[config.mk]
export PLATFORM = sky130hd
export DESIGN_NAME = mmio_bus_arbiter
export DESIGN_NICKNAME = d
export VERILOG_FILES = /design/src/rtl/mmio_arb_pkg.sv /design/src/rtl/rr_arb2.sv /design/src/rtl/mmio_bus_arbiter.sv
export SDC_FILE = /design/constraint.sdc
export NUM_CORES = 1
export LEC_CHECK = 0
export BUFFER_PORTS_ARGS = -buffer_cell sky130_fd_sc_hd__buf_2
export CORE_MARGIN = 5
export CORE_UTILIZATION = 40
export CTS_CLUSTER_SIZE = 28
export DETAILED_ROUTE_END_ITERATION = 7
export PLACE_DENSITY = 0.78
export SYNTH_ARGS = -nofsm -noshare
export SYNTH_HDL_FRONTEND = slang
export SYNTH_HIERARCHICAL = 1
export SYNTH_SLANG_ARGS = --single-unit
[constraint.sdc]
create_clock -name clk -period 4.4 [get_ports clk]
set_clock_uncertainty 0.1 [all_clocks]
set_input_delay 0.88 -clock clk [delete_from_list [all_inputs] [get_ports clk]]
set_output_delay 0.88 -clock clk [all_outputs]
set_load 0.01 [all_outputs]
[src/rtl/mmio_arb_pkg.sv]
// Shared types and constants for the two-master MMIO bus arbiter.
//   state_t   : IDLE / ISSUE / ACK transaction sequencer states
//   M0, M1    : master index encoding used by grant_id and the RR pointer
package mmio_arb_pkg;

  localparam int unsigned N_MASTERS = 2;

  localparam logic M0 = 1'b0;
  localparam logic M1 = 1'b1;

  typedef enum logic [1:0] {
    IDLE  = 2'd0,
    ISSUE = 2'd1,
    ACK   = 2'd2
  } state_t;

  // Master index of a one-hot two-bit grant vector.
  function automatic logic gnt_to_id(input logic [N_MASTERS-1:0] gnt);
    return gnt[1];
  endfunction

endpackage

[src/rtl/rr_arb2.sv]
// Two-input arbiter, purely combinational.
//   req[1:0] : request per master
//   last     : master that won the previous grant
//   rr_en    : 1 = round-robin on ties, 0 = master 0 wins ties
//   gnt[1:0] : one-hot grant, zero when nobody requests
module rr_arb2
  import mmio_arb_pkg::*;
(
  input  logic [N_MASTERS-1:0] req,
  input  logic                 last,
  input  logic                 rr_en,
  output logic [N_MASTERS-1:0] gnt
);

  // On a tie the round-robin mode hands the bus to whoever lost last time.
  always_comb begin
    gnt = '0;
    case (req)
      2'b01:   gnt = 2'b01;
      2'b10:   gnt = 2'b10;
      2'b11:   gnt = (rr_en && (last == M0)) ? 2'b10 : 2'b01;
      default: gnt = '0;
    endcase
  end

endmodule

[src/rtl/mmio_bus_arbiter.sv]
// Arbitrates two MMIO requesters onto a single FPro-style bus.
// Each transaction takes IDLE (latch winner) -> ISSUE (one-cycle strobe)
// -> ACK (one-cycle ack pulse to the winner).
//   clk, reset            : clock, async active-low reset
//   m*_req/wr/addr/wr_data: requester commands, req held until ack
//   m*_ack, m*_rd_data    : completion pulse and held read result
//   mmio_cs/wr/rd/addr/wr_data, mmio_rd_data : downstream bus
//   grant_id              : owner of the current or last transaction
module mmio_bus_arbiter
  import mmio_arb_pkg::*;
#(
  parameter int unsigned ADDR_W = 21,
  parameter int unsigned DATA_W = 32,
  parameter int unsigned RR_EN  = 1
) (
  input  logic              clk,
  input  logic              reset,
  input  logic              m0_req,
  input  logic              m0_wr,
  input  logic [ADDR_W-1:0] m0_addr,
  input  logic [DATA_W-1:0] m0_wr_data,
  input  logic              m1_req,
  input  logic              m1_wr,
  input  logic [ADDR_W-1:0] m1_addr,
  input  logic [DATA_W-1:0] m1_wr_data,
  output logic              m0_ack,
  output logic              m1_ack,
  output logic [DATA_W-1:0] m0_rd_data,
  output logic [DATA_W-1:0] m1_rd_data,
  output logic              mmio_cs,
  output logic              mmio_wr,
  output logic              mmio_rd,
  output logic [ADDR_W-1:0] mmio_addr,
  output logic [DATA_W-1:0] mmio_wr_data,
  input  logic [DATA_W-1:0] mmio_rd_data,
  output logic              grant_id
);

  state_t                state, state_d;
  logic [N_MASTERS-1:0]  gnt;
  logic                  win_id;
  logic                  win_wr;
  logic                  last_gnt;
  logic                  lat_wr;

  logic                  take;
  logic                  cap_rd;
  logic                  cs_d, wr_d, rd_d;
  logic                  ack0_d, ack1_d;

  rr_arb2 u_arb (
    .req   ({m1_req, m0_req}),
    .last  (last_gnt),
    .rr_en (RR_EN != 0),
    .gnt   (gnt)
  );

  assign win_id = gnt_to_id(gnt);
  assign win_wr = win_id ? m1_wr : m0_wr;

  // State register.
  always_ff @(posedge clk or negedge reset) begin
    if (!reset) state <= IDLE;
    else        state <= state_d;
  end

  // Next state plus next values of the registered strobes and acks.
  always_comb begin
    state_d = state;
    take    = 1'b0;
    cap_rd  = 1'b0;
    cs_d    = 1'b0;
    wr_d    = 1'b0;
    rd_d    = 1'b0;
    ack0_d  = 1'b0;
    ack1_d  = 1'b0;
    case (state)
      IDLE: begin
        if (gnt != '0) begin
          state_d = ISSUE;
          take    = 1'b1;
          cs_d    = 1'b1;
          wr_d    = win_wr;
          rd_d    = !win_wr;
        end
      end
      ISSUE: begin
        state_d = ACK;
        cap_rd  = !lat_wr;
        ack0_d  = (grant_id == M0);
        ack1_d  = (grant_id == M1);
      end
      ACK: begin
        state_d = IDLE;
      end
      default: begin
        state_d = IDLE;
      end
    endcase
  end

  // Bus strobes and acks, one cycle behind the decision that produced them.
  always_ff @(posedge clk or negedge reset) begin
    if (!reset) begin
      mmio_cs <= 1'b0;
      mmio_wr <= 1'b0;
      mmio_rd <= 1'b0;
      m0_ack  <= 1'b0;
      m1_ack  <= 1'b0;
    end else begin
      mmio_cs <= cs_d;
      mmio_wr <= wr_d;
      mmio_rd <= rd_d;
      m0_ack  <= ack0_d;
      m1_ack  <= ack1_d;
    end
  end

  // Winner's command is captured once; the bus is driven only from here.
  always_ff @(posedge clk or negedge reset) begin
    if (!reset) begin
      lat_wr       <= 1'b0;
      mmio_addr    <= '0;
      mmio_wr_data <= '0;
      grant_id     <= M0;
      last_gnt     <= M1;  // pretend m1 won last so m0 is preferred
    end else if (take) begin
      lat_wr       <= win_wr;
      mmio_addr    <= win_id ? m1_addr : m0_addr;
      mmio_wr_data <= win_id ? m1_wr_data : m0_wr_data;
      grant_id     <= win_id;
      last_gnt     <= win_id;
    end
  end

  // Read data lands at the end of ISSUE into the owner's holding register.
  always_ff @(posedge clk or negedge reset) begin
    if (!reset) begin
      m0_rd_data <= '0;
      m1_rd_data <= '0;
    end else if (cap_rd) begin
      if (grant_id == M1) m1_rd_data <= mmio_rd_data;
      else                m0_rd_data <= mmio_rd_data;
    end
  end

endmodule

# --- Word-level counts from Yosys, hierarchy flattened ---
# Cells that the tools add are included.
# W data, S select, Z words.
classes:
  bitwise: 1
  eq_ne: 5
  reduce_logical: 6
  mux: 16
op_table:
  columns: ["op", "n"]
  rows:
  - ["$mux W32", 1]
  - ["$mux W21", 1]
  - ["$mux W1", 10]
  - ["$pmux W2 S3", 1]
  - ["$eq A2 B1 Y1 const B", 2]
  - ["$eq A2 B2 Y1 const B", 2]
  - ["$mux W2", 2]
  - ["$pmux W2 S2", 1]
  - ["$reduce_and A2 Y1", 2]
  - ["$logic_not A1 Y1", 2]
  - ["$logic_not A2 Y1", 1]
  - ["$ne A2 B2 Y1 const B", 1]
  - ["$reduce_bool A2 Y1", 1]
  - ["$not A1 Y1", 1]
word_totals:
  elab_cells: 41
  output_inout_bits: 123
  ff_bits: 127
  inputBits: 144

# --- Longest topological paths before layout ---
logic_depth:
  word_depth: 6
  mapped_depth: 6
  ltp_nobuf: 4

# --- Cells and area by module ---
# Netlist, hierarchy kept.
modules_own_cells:
  columns: ["module", "seq_area_each_um2", "n_inst", "area_per_inst_um2", "cells_per_inst"]
  rows:
  - ["mmio_bus_arbiter", 3179.3, 1, 5482.8, 334]
  - ["rr_arb2", 0.0, 1, 30.0, 4]

# --- Worst setup path after synthesis ---
# Ideal clock, no wire load.
synth_path:
  path_type: "input to register"
  start: "in m1_req"
  end: "reg mmio_wr_data[10]"
  setup_time_ns: 0.125
  stages: 6
  arrival_time_ns: 2.123
  slack_ns: 2.052
  path_cell_list: "inv_1 > a21oi_1 > buf_4 > buf_2 > mux2_2 > mux2_2"
synth_between:
  elab_chain_len: 5
  word_cells_on_any_way: 8
  cone_classes: "eq/ne: 3; mux: 4; reduce/logical: 1"
synth_lines:
  columns: ["item", "line_no", "source"]
  rows:
  - ["start, declared", "mmio_bus_arbiter.sv:22", "input logic m1_req,"]
  - ["$eq A2 B2 Y1 / $eq A2 B1 Y1 (equally long branches)", "rr_arb2.sv:18", "case (req)"]
  - ["$pmux W2 S3 *", "rr_arb2.sv:18", null]
  - ["named net gnt[1]", "mmio_bus_arbiter.sv:40", "logic [N_MASTERS-1:0] gnt;"]
  - ["$reduce_bool A2 Y1", "mmio_bus_arbiter.sv:79", "if (gnt != '0) begin"]
  - ["$mux W1", "mmio_bus_arbiter.sv:79", null]
  - ["$mux W1", "mmio_bus_arbiter.sv:77", "case (state)"]
  - ["end signal, assigned", "mmio_bus_arbiter.sv:130", "mmio_wr_data <= win_id ? m1_wr_data : m0_wr_data;"]
  - ["end, declared", "mmio_bus_arbiter.sv:34", "output logic [DATA_W-1:0] mmio_wr_data,"]
# Mark *: on every way through the listed nets, which the timed path passes. The rest lies on a longest branch.
# A chain may end at the register's enable or synchronous reset.

# --- Final worst setup path ---
layout_path:
  start: "in m1_req"
  end: "reg mmio_wr_data[7]"
# Same word-level chain as after synthesis.

==> flow_summary.yaml <==
run_status:
  outcome: "finished, final reports clean"
yosys:
  syn_avg_cell_area_um2: 16.3
  postSynthCellCount: 338
  yosys_warnings: 6
  synth_fp_nets: 482
  synth_seq_area_share_pct: 57.7
  ys_types: 24
  ys_ff_latch: 127
  synthesis.area_mm2: 0.00551
layout:
  stdcell_area_mm2: 0.00759
  fin_util_pct: 56.7
  area_delta_synth_final_pct: 37.7
  final_layout_size_suffix_gt1_share_pct: 76.5
  multi_input_area_mm2: 0.00219
  stdcell_count: 797
  nFillCells: 1085
  fin_nets: 752
  antenna_cells: 0
  seq_area_mm2: 0.00318
sta:
  period_minus_slack_ns: 2.50
  slew_headroom_pct: 27.6
  setup-tns-final_ns: 0
  period_share_pct: 56.8
  tightest_slew_ns: 1.09
  setup_ws_ns: 1.90
  timing.hold.ws_ns: 0.384
  finalHoldViolations: 0
  fmax_mhz: 400
  slew_violations: 0
  rsz0062_at_grt: "no"
  finalSetupViolations: 0
critical_path:
  path_max_fanout: 44
  end_kind: "flip-flop"
  r2r_start: "last_gnt"
  worstPathArrival_ns: 2.69
  crit_buf_inv: 3
  crit_required_ns: 4.59
  critPathSlowestCell: "buf_4"
  cp_top_family: "buffers and inverters"
  startpoint: "m1_req"
  startpoint_type: "primary input"
  crit_top_cell: "mux2_2"
  critical_path_class: "primary input to flip-flop"
  cpPeakStageDelay_ns: 0.56
  cp_cell_sequence: "buf_2, inv_1, a21oi_4, buf_4, mux2_2, mux2_2"
clock_network:
  cts_resized: 0
  h-tree-depth: 4
  cts_setup_buffers: 0
  clk_pin_slew_ns: 0.06
  clock-sinks: 127
  clockBufferDepth: 2
  root_buffer: "clkbuf_16"
  cts_tree: "done"
  numCtsBuffers: 17
  insertion_delay_ns: 0.41
  ctsHoldBuffers: 0
place:
  hpwl_um: 10400
  dp.cells: 765
  detailedPlace.worstSlack_ns: 1.45
  portBuffers: 266
  finalWeightedCongestion: 0.915
  place_area_mm2: 0.00697
floorplanning:
  die-area_mm2: 0.0162
  initial_core_util_pct: 41.1
  ioPinCount: 267
  coreArea_mm2: 0.0134
  die_x_um: 127
  die_h_um: 127
  fp-row-count: 42
global_routing:
  grt_pass1_vias: 4372
  antenna_found_initial: 0
  track_usage_pct: 17.4
  grt_max_degree: 84
  grt_overflow: 0
  grt_pass1_wl_um: 22200
detailed_routing:
  drc: 0
  vias: 3797
  wl_per_cell_um: 17.4
  drtAntennaViolNets: 0
  avgViaCountPerCell: 4.76
  drt_first_pass_iters: 4
  first_iter_violations: 76
  drt_wl_total_um: 13800
pwr:
  irDropWorstVdd_mv: 0.373
  power_leakage_nw: 3.72
  power_density_mw_per_mm2: 753
  power_mw: 5.72
hold_path:
  worst_hold_startpoint: "m0_rd_data[5]"
  hold_class: "flip-flop to flip-flop"
run:
  max-cap-violations: 0
synth_stat cells:
library cell / number / area share [%]
mux2_2: 136 / 28
dfrtp_1: 126 / 57
mux2_4: 30 / 8.2
buf_6: 8 / 1.6
buf_4: 5 / 0.68
buf_2: 4 / 0.36
mux2_1: 4 / 0.82
inv_1: 3 / 0.20
o21a_1: 3 / 0.41
a22o_1: 2 / 0.32
and2_1: 2 / 0.23
buf_1: 2 / 0.14
mux2i_1: 2 / 0.36
a21oi_1: 1 / 0.091
and3b_1: 1 / 0.16
conb_1: 1 / 0.068
dfstp_2: 1 / 0.48
nand2_1: 1 / 0.068
nand2b_1: 1 / 0.11
nand2b_4: 1 / 0.25
nor2_1: 1 / 0.068
nor2_2: 1 / 0.11
nor2b_1: 1 / 0.11
nor3_2: 1 / 0.18
per-layer routing:
metal	global-route usage, %	routed length [um]	vias up
met4	7.19	332	0
li1	-	-	1742
met3	5.38	1110	24
met1	19.2	5060	1862
met5	0	0	-
met2	31.0	7350	169
flip-flops by register name (all words and copies together), names as in the netlist:
signal,flops
m0_rd_data,32
m1_rd_data,32
mmio_wr_data,32
mmio_addr,21
state,2
grant_id,1
last_gnt,1
lat_wr,1
m0_ack,1
m1_ack,1
mmio_cs,1
mmio_rd,1
mmio_wr,1
area by class of cell:
class | count | area share, %
Clock buffer | 18 | 5.78
Tap cell | 176 | 2.90
Inverter | 3 | 0.148
Multi-Input combinational cell | 189 | 28.8
Sequential cell | 127 | 41.9
Clock inverter | 14 | 2.36
Timing Repair Buffer | 270 | 18.1
worst paths after layout:
check	to	slack [ns]	cells after the start
max in group asynchronous	mmio_addr[17]	2.84	2
worst min-delay path	m0_rd_data[5]	0.38	1
worst max register to register	mmio_wr_data[7]	2.00	5
worst max-delay path	mmio_wr_data[7]	1.90	6
min in group asynchronous	m0_rd_data[8]	0.55	1
worst min register to register	m0_rd_data[5]	0.38	1
power breakdown:
group          internal (mW)  switching, mW
Sequential              1.77          0.313
Clock                  0.914          0.539
Combinational           1.20          0.990
worst reg2reg max path, delay by kind of cell, from the launching register on:
family / cells / cell delay (ns)
AOI/OAI and AO/OA: 1 / 0.42
buffers and inverters: 1 / 0.56
DFF: 1 / 0.37
muxes: 2 / 0.71
and+or+nand+nor: 1 / 0.14
cell usage in the layout, fill, tap and decap left out, types with 2 or more instances in the layout:
master      count
a22o_1          2
buf_2         265
buf_4           4
bufinv_16       3
clkbuf_16      17
clkinv_4        3
clkinvlp_4      3
dfrtp_1       126
inv_1           3
inv_6           4
mux2_1          4
mux2_2        136
mux2_4         30
mux2i_1         2
o21a_1          2
cells by family after synthesis:
group,share of synthesized area (%)
AOI/OAI and AO/OA,0.817
and+or+nand+nor,1.29
muxes,37.1
DFF,57.7
other,0.0680
buffers and inverters,3.02
(Power assumes the default switching activity.)
